File: src/rtl/flash_mp_pkg.sv
// flash_mp_pkg
// Shared types for the flash memory-protection operation sequencer.
//   op_e      : host flash operation encoding (3 is reserved)
//   state_e   : sequencer FSM states
//   op_allowed: picks the region-selector enable that matches an operation

package flash_mp_pkg;

   typedef enum logic [1:0] {
      OpRead  = 2'd0,
      OpProg  = 2'd1,
      OpErase = 2'd2,
      OpRsvd  = 2'd3
   } op_e;

   typedef enum logic [2:0] {
      StIdle  = 3'd0,
      StCheck = 3'd1,
      StIssue = 3'd2,
      StDone  = 3'd3,
      StErr   = 3'd4
   } state_e;

   // A reserved operation is never allowed, whatever the selector says.
   function automatic logic op_allowed(input op_e op, input logic rd_en,
                                       input logic prog_en, input logic erase_en);
      logic ok;
      ok = 1'b0;
      case (op)
         OpRead:  ok = rd_en;
         OpProg:  ok = prog_en;
         OpErase: ok = erase_en;
         default: ok = 1'b0;
      endcase
      return ok;
   endfunction

endpackage

File: src/rtl/flash_mp_addr_cnt.sv
// flash_mp_addr_cnt
// Word address register and word counter for one flash operation.
// Ports:
//   clk_i, rst_ni : clock, asynchronous active-low reset
//   load_i        : start of operation; latch first address and count, clear counter
//   incr_i        : advance to the next word (address wraps modulo 2^AddrW)
//   addr_i, num_i : first word address, word count minus one
//   addr_o        : current word address
//   last_o        : current word is the final word of the operation

module flash_mp_addr_cnt #(
   parameter int AddrW = 16,
   parameter int CntW  = 12
) (
   input  logic             clk_i,
   input  logic             rst_ni,
   input  logic             load_i,
   input  logic             incr_i,
   input  logic [AddrW-1:0] addr_i,
   input  logic [CntW-1:0]  num_i,
   output logic [AddrW-1:0] addr_o,
   output logic             last_o
);

   logic [AddrW-1:0] addr_q;
   logic [CntW-1:0]  cnt_q;
   logic [CntW-1:0]  num_q;

   always_ff @(posedge clk_i or negedge rst_ni) begin
      if (!rst_ni) begin
         addr_q <= '0;
         cnt_q  <= '0;
         num_q  <= '0;
      end else if (load_i) begin
         addr_q <= addr_i;
         cnt_q  <= '0;
         num_q  <= num_i;
      end else if (incr_i) begin
         addr_q <= addr_q + AddrW'(1);
         cnt_q  <= cnt_q + CntW'(1);
      end
   end

   assign addr_o = addr_q;
   assign last_o = (cnt_q == num_q);

endmodule

File: src/rtl/flash_mp_op_ctrl.sv
// flash_mp_op_ctrl
// Initiator-side sequencer for flash read/program/erase. Each word is checked
// against the region selector before being issued to the PHY; a denied word or
// reserved operation ends the operation with an error pulse.
// Ports:
//   clk_i, rst_ni                 : clock, asynchronous active-low reset
//   op_start_i/op_type_i/op_addr_i/op_num_words_i : host request (count is N-1)
//   mp_req_o, mp_addr_o           : address-check strobe and address
//   mp_rd_en_i/mp_prog_en_i/mp_erase_en_i : combinational selector enables
//   phy_req_o/phy_op_o/phy_addr_o/phy_ack_i : PHY handshake
//   busy_o, op_done_o, op_err_o   : status
//   err_addr_o                    : last denied address
// Build option: FLASH_MP_ERR_ADDR_EN implements the err_addr_o register;
// without it err_addr_o is constant 0.
//
// state   | meaning
// --------+---------------------------------------------------------
// StIdle  | waiting for op_start_i
// StCheck | current word presented to the region selector
// StIssue | PHY request held until phy_ack_i
// StDone  | one-cycle completion pulse
// StErr   | one-cycle completion + error pulse

module flash_mp_op_ctrl
   import flash_mp_pkg::*;
#(
   parameter int AddrW = 16,
   parameter int CntW  = 12
) (
   input  logic             clk_i,
   input  logic             rst_ni,
   input  logic             op_start_i,
   input  logic [1:0]       op_type_i,
   input  logic [AddrW-1:0] op_addr_i,
   input  logic [CntW-1:0]  op_num_words_i,
   output logic             mp_req_o,
   output logic [AddrW-1:0] mp_addr_o,
   input  logic             mp_rd_en_i,
   input  logic             mp_prog_en_i,
   input  logic             mp_erase_en_i,
   output logic             phy_req_o,
   output logic [1:0]       phy_op_o,
   output logic [AddrW-1:0] phy_addr_o,
   input  logic             phy_ack_i,
   output logic             busy_o,
   output logic             op_done_o,
   output logic             op_err_o,
   output logic [AddrW-1:0] err_addr_o
);

   state_e           state_q, state_d;
   op_e              op_q;
   logic             load, incr, last;
   logic [AddrW-1:0] addr;

   flash_mp_addr_cnt #(.AddrW(AddrW), .CntW(CntW)) u_addr_cnt (
      .clk_i  (clk_i),
      .rst_ni (rst_ni),
      .load_i (load),
      .incr_i (incr),
      .addr_i (op_addr_i),
      .num_i  (op_num_words_i),
      .addr_o (addr),
      .last_o (last)
   );

   always_ff @(posedge clk_i or negedge rst_ni) begin
      if (!rst_ni) begin
         state_q <= StIdle;
         op_q    <= OpRead;
      end else begin
         state_q <= state_d;
         if (load) op_q <= op_e'(op_type_i);
      end
   end

   // Outputs decode from the state register only, so an async reset drops
   // both request strobes immediately.
   always_comb begin
      state_d    = state_q;
      load       = 1'b0;
      incr       = 1'b0;
      mp_req_o   = 1'b0;
      mp_addr_o  = '0;
      phy_req_o  = 1'b0;
      phy_op_o   = '0;
      phy_addr_o = '0;
      busy_o     = 1'b1;
      op_done_o  = 1'b0;
      op_err_o   = 1'b0;
      case (state_q)
         StIdle: begin
            busy_o = 1'b0;
            if (op_start_i) begin
               load    = 1'b1;
               state_d = StCheck;
            end
         end
         StCheck: begin
            mp_req_o  = 1'b1;
            mp_addr_o = addr;
            state_d   = op_allowed(op_q, mp_rd_en_i, mp_prog_en_i, mp_erase_en_i)
                        ? StIssue : StErr;
         end
         StIssue: begin
            phy_req_o  = 1'b1;
            phy_op_o   = op_q;
            phy_addr_o = addr;
            if (phy_ack_i) begin
               // Erase is a single PHY request regardless of the word count.
               if (op_q == OpErase || last) begin
                  state_d = StDone;
               end else begin
                  incr    = 1'b1;
                  state_d = StCheck;
               end
            end
         end
         StDone: begin
            op_done_o = 1'b1;
            state_d   = StIdle;
         end
         StErr: begin
            op_done_o = 1'b1;
            op_err_o  = 1'b1;
            state_d   = StIdle;
         end
         default: state_d = StIdle;
      endcase
   end

`ifdef FLASH_MP_ERR_ADDR_EN
   logic [AddrW-1:0] err_addr_q;

   // Captured on the denial itself so the address is already valid while
   // op_err_o is pulsing.
   always_ff @(posedge clk_i or negedge rst_ni) begin
      if (!rst_ni) begin
         err_addr_q <= '0;
      end else if (state_q == StCheck && state_d == StErr) begin
         err_addr_q <= addr;
      end
   end

   assign err_addr_o = err_addr_q;
`else
   assign err_addr_o = '0;
`endif

endmodule

File: config.mk
export PLATFORM = sky130hd
export DESIGN_NAME = flash_mp_op_ctrl
export DESIGN_NICKNAME = d
export VERILOG_FILES = /design/src/rtl/flash_mp_pkg.sv /design/src/rtl/flash_mp_addr_cnt.sv /design/src/rtl/flash_mp_op_ctrl.sv
export SDC_FILE = /design/constraint.sdc
export NUM_CORES = 1
export LEC_CHECK = 0
export ABC_AREA = 0
export BUFFER_PORTS_ARGS = -buffer_cell sky130_fd_sc_hd__buf_2
export CORE_MARGIN = 1.5
export CORE_UTILIZATION = 46
export CTS_CLUSTER_SIZE = 20
export DETAILED_ROUTE_END_ITERATION = 12
export GPL_TIMING_DRIVEN = 0
export PLACE_DENSITY = 0.76
export SKIP_CTS_REPAIR_TIMING = 1
export SYNTH_ARGS = -nofsm -noshare
export SYNTH_HDL_FRONTEND = slang
export SYNTH_SLANG_ARGS = --single-unit
File: constraint.sdc
create_clock -name clk_i -period 2 [get_ports clk_i]
set_clock_uncertainty 0.05 [all_clocks]
set_input_delay 0.4 -clock clk_i [delete_from_list [all_inputs] [get_ports clk_i]]
set_output_delay 0.4 -clock clk_i [all_outputs]
set_load 0.01 [all_outputs]
==> impl_metrics.json <==
{
  "io-pin-count": 92,
  "dp_hpwl_mm": 5.43,
  "timing.critical_path.slowest_cell_delay_ns": 0.46,
  "worstHoldPathType": "input pin to asynchronous set/reset pin",
  "antenna_violating_nets_left": 0,
  "r2r_setup_slack_ns": -0.23,
  "clock_sink_count": 45,
  "setup_violations": 35,
  "post-route-period-util": 1.12,
  "syn_inst": 340,
  "dp_cells": 505,
  "crit_type": "register to output port",
  "clkLatencyLatePin_ns": 0.31,
  "syn_avg_cell_area_um2": 8.36,
  "crit_cells": 6,
  "num_rows": 28,
  "initialDrtViolationCount": 376,
  "synth.lib_cells_used.distinct": 39,
  "worstRegToRegCells": 8,
  "run_status": "finished with violations",
  "edff_count_synth": 0,
  "clk_buf_depth": 2,
  "critPathLaunchType": "register",
  "antenna_found_initial": 0,
  "groute.layer.met3.usage": 0.0500,
  "crit_slowest_cell": "or3b_4",
  "post_drt_wl_per_cell_um": 15.9,
  "via_count": 2989,
  "design.final.nets": 507,
  "cap_viol_max_count": 0,
  "critPathTopFamily": "simple AND/OR/NAND/NOR gates",
  "slew-limit-headroom": 0.328,
  "ys_seq_elements": 45,
  "layoutNonFillerInstCount": 543,
  "postLayoutCoreUtil": 0.696,
  "crit-reg2reg-capture": "u_addr_cnt.addr_o[4]$_DFFE_PN0P_",
  "vias_per_cell": 5.50,
  "finalWirelength_mm": 8.66,
  "worst_path_bufs_invs": 4,
  "grt_first_pass_wirelength_mm": 11.8,
  "gp_congestion": 0.902,
  "tritoncts": "done",
  "dieHeight_um": 81.6,
  "critical_path_peak_fanout": 7,
  "finalWorstSetupSlack_ns": -0.247,
  "regToRegStartpoint": "state_q[2]$_DFFE_PN0P_",
  "globalRoute.busiestLayer": "met2",
  "grtUsageTotal": 0.236,
  "portBuffers": 75,
  "ys.warnings.count": 0,
  "synthesis.area_um2": 2840,
  "start_util": 0.477,
  "critPathCaptureType": "output port",
  "post_dp_cell_area_um2": 3370,
  "final_cell_mix": "nand2_1, buf_2, dfrtp_1, buf_4, buf_6",
  "ctsRootBufferMaster": "clkbuf_8",
  "required_time_at_the_endpoint_of_the_critical_path_ns": 1.55,
  "total_gr_overflow": 0,
  "report.final.hold_viol_count": 0,
  "setup_repair_after_global_routing_missed_its_margin": "yes",
  "remaining_drc_errors": 0,
  "htreeDepth": 2,
  "power.density_cell_area_nw_per_um2": 1150,
  "cts_inserted_buffers": 5,
  "max_ir_drop_vdd_mv": 0.742,
  "worst_ep_arrival_time_ns": 1.80,
  "asyncSetResetFlopFracSynth": 1.00,
  "violations": "negative setup slack",
  "grtUsageMet2": 0.411,
  "critPathMostFrequentCell": "buf_6",
  "ys_seq_area_frac": 0.396,
  "share_of_final_layout_standard_cells_stronger_than_drive_strength_1": 0.402,
  "cts.reportedPaths.clkPinSlew_ns": 0.09,
  "vias_in_the_first_global_route": 2513,
  "global_route_met1_utilization": 0.288,
  "area_delta_synth_final_pct": 45.8,
  "design.die.area_um2": 6660,
  "antenna_cells_inserted": 0,
  "timing.fmax_mhz": 445,
  "slew_violations": 0,
  "placeableCoreArea_um2": 5960,
  "p_leak_uw": 0.00201,
  "critical_path.cell_chain": "or3b_4, inv_8, buf_8, buf_6, and2_4, buf_6",
  "first_pass_iters": 5,
  "die_w_um": 81.6,
  "dominantRegCellSynth": "dfrtp_1",
  "post-route-min-period_ns": 2.25,
  "fin_setup_tns_ns": -6.05,
  "tightestPinTransition_ns": 1.01,
  "layout_commonest_cell": "nand2_1",
  "grt_start_max_net_pins": 46,
  "layout.cell_area.non_filler_um2": 4140
}
## power by group
| part | leakage (µW) | switching, µW | internal (µW) |
|---|---|---|---|
| logic | 0.00142 | 1280 | 1140 |
| clock network | 0.0000540 | 324 | 364 |
| registers | 0.000544 | 390 | 1240 |
## kinds of logic (layout without fill, tap and decap cells)
family / Yosys count / after routing / share of synthesized area
AND/OR/NAND/NOR: 187 / 187 / 0.348
AO/OA/AOI/OAI: 47 / 47 / 0.102
flip-flops: 45 / 45 / 0.396
buffers and inverters: 39 / 152 / 0.0823
XOR/XNOR: 12 / 12 / 0.0370
multiplexers: 7 / 7 / 0.0246
adder cells (fa/ha/maj): 2 / 2 / 0.00880
other: 1 / 16 / 0.00132
## area by class of cell
type	count	area (µm²)
plain buffers	33	282
fillers	470	1810
repair buffers	106	764
well taps	75	93.8
clock buffers	5	68.8
multi-input cells	271	1730
inverters	6	30.0
flip-flops and latches	45	1140
clock inverters	2	35.0
## per-layer routing
layer	up-vias	routed length, µm
met5	-	0
met3	20	672
met4	0	213
li1	1416	-
met2	162	4430
met1	1391	3340
## registers in the layout (all words and copies together) (netlist names)
register,flops
u_addr_cnt.addr_o,16
u_addr_cnt.cnt_q,12
state_q,3
op_q,2
u_addr_cnt.num_q,12
## stage by stage
stage	setup WS [ns]	total power (µW)	hold slack (ns)
2_1_floorplan	0.0328	2770	0.0544
3_3_place_gp	-0.366	3380	0.431
3_5_place_dp	-0.380	3450	0.436
4_1_cts	-0.724	4130	0.228
5_1_grt	-0.295	5100	0.247
6_report	-0.247	4750	0.196
## Yosys cell counts, types with 3 or more instances
cell       n  area (µm²)
o31ai_1   13        97.6
xor2_1    12         105
and3_1     6        37.5
clkbuf_1  11        41.3
mux2i_1    7        70.1
nand3_1   11        55.1
nand2_1   63         236
buf_2      3        15.0
and2_1    31         194
or3_1      6        37.5
nand4_1    7        43.8
dfrtp_1   45        1130
buf_4     17         128
nand2b_1   5        31.3
nor2_1    21        78.8
nor4_1     6        37.5
a31oi_1   15        93.8
or4_1     14         105
nor3_1     3        15.0
inv_1      5        18.8
a21oi_1    7        35.0
o21ai_0    9        45.0
## how the worst max path moves through the flow
stage                     slack, ns                   start        endpoint
final                         -0.25  state_q[2]$_DFFE_PN0P_  phy_addr_o[10]
after global routing          -0.29  state_q[2]$_DFFE_PN0P_  phy_addr_o[10]
after CTS                     -0.72  state_q[0]$_DFFE_PN0P_     phy_op_o[0]
after detailed placement      -0.38  state_q[0]$_DFFE_PN0P_     phy_op_o[0]
after global placement        -0.37  state_q[0]$_DFFE_PN0P_   phy_addr_o[9]
after floorplan                0.03  state_q[0]$_DFFE_PN0P_  phy_addr_o[10]
No activity file was read; power rests on OpenSTA's default activity.
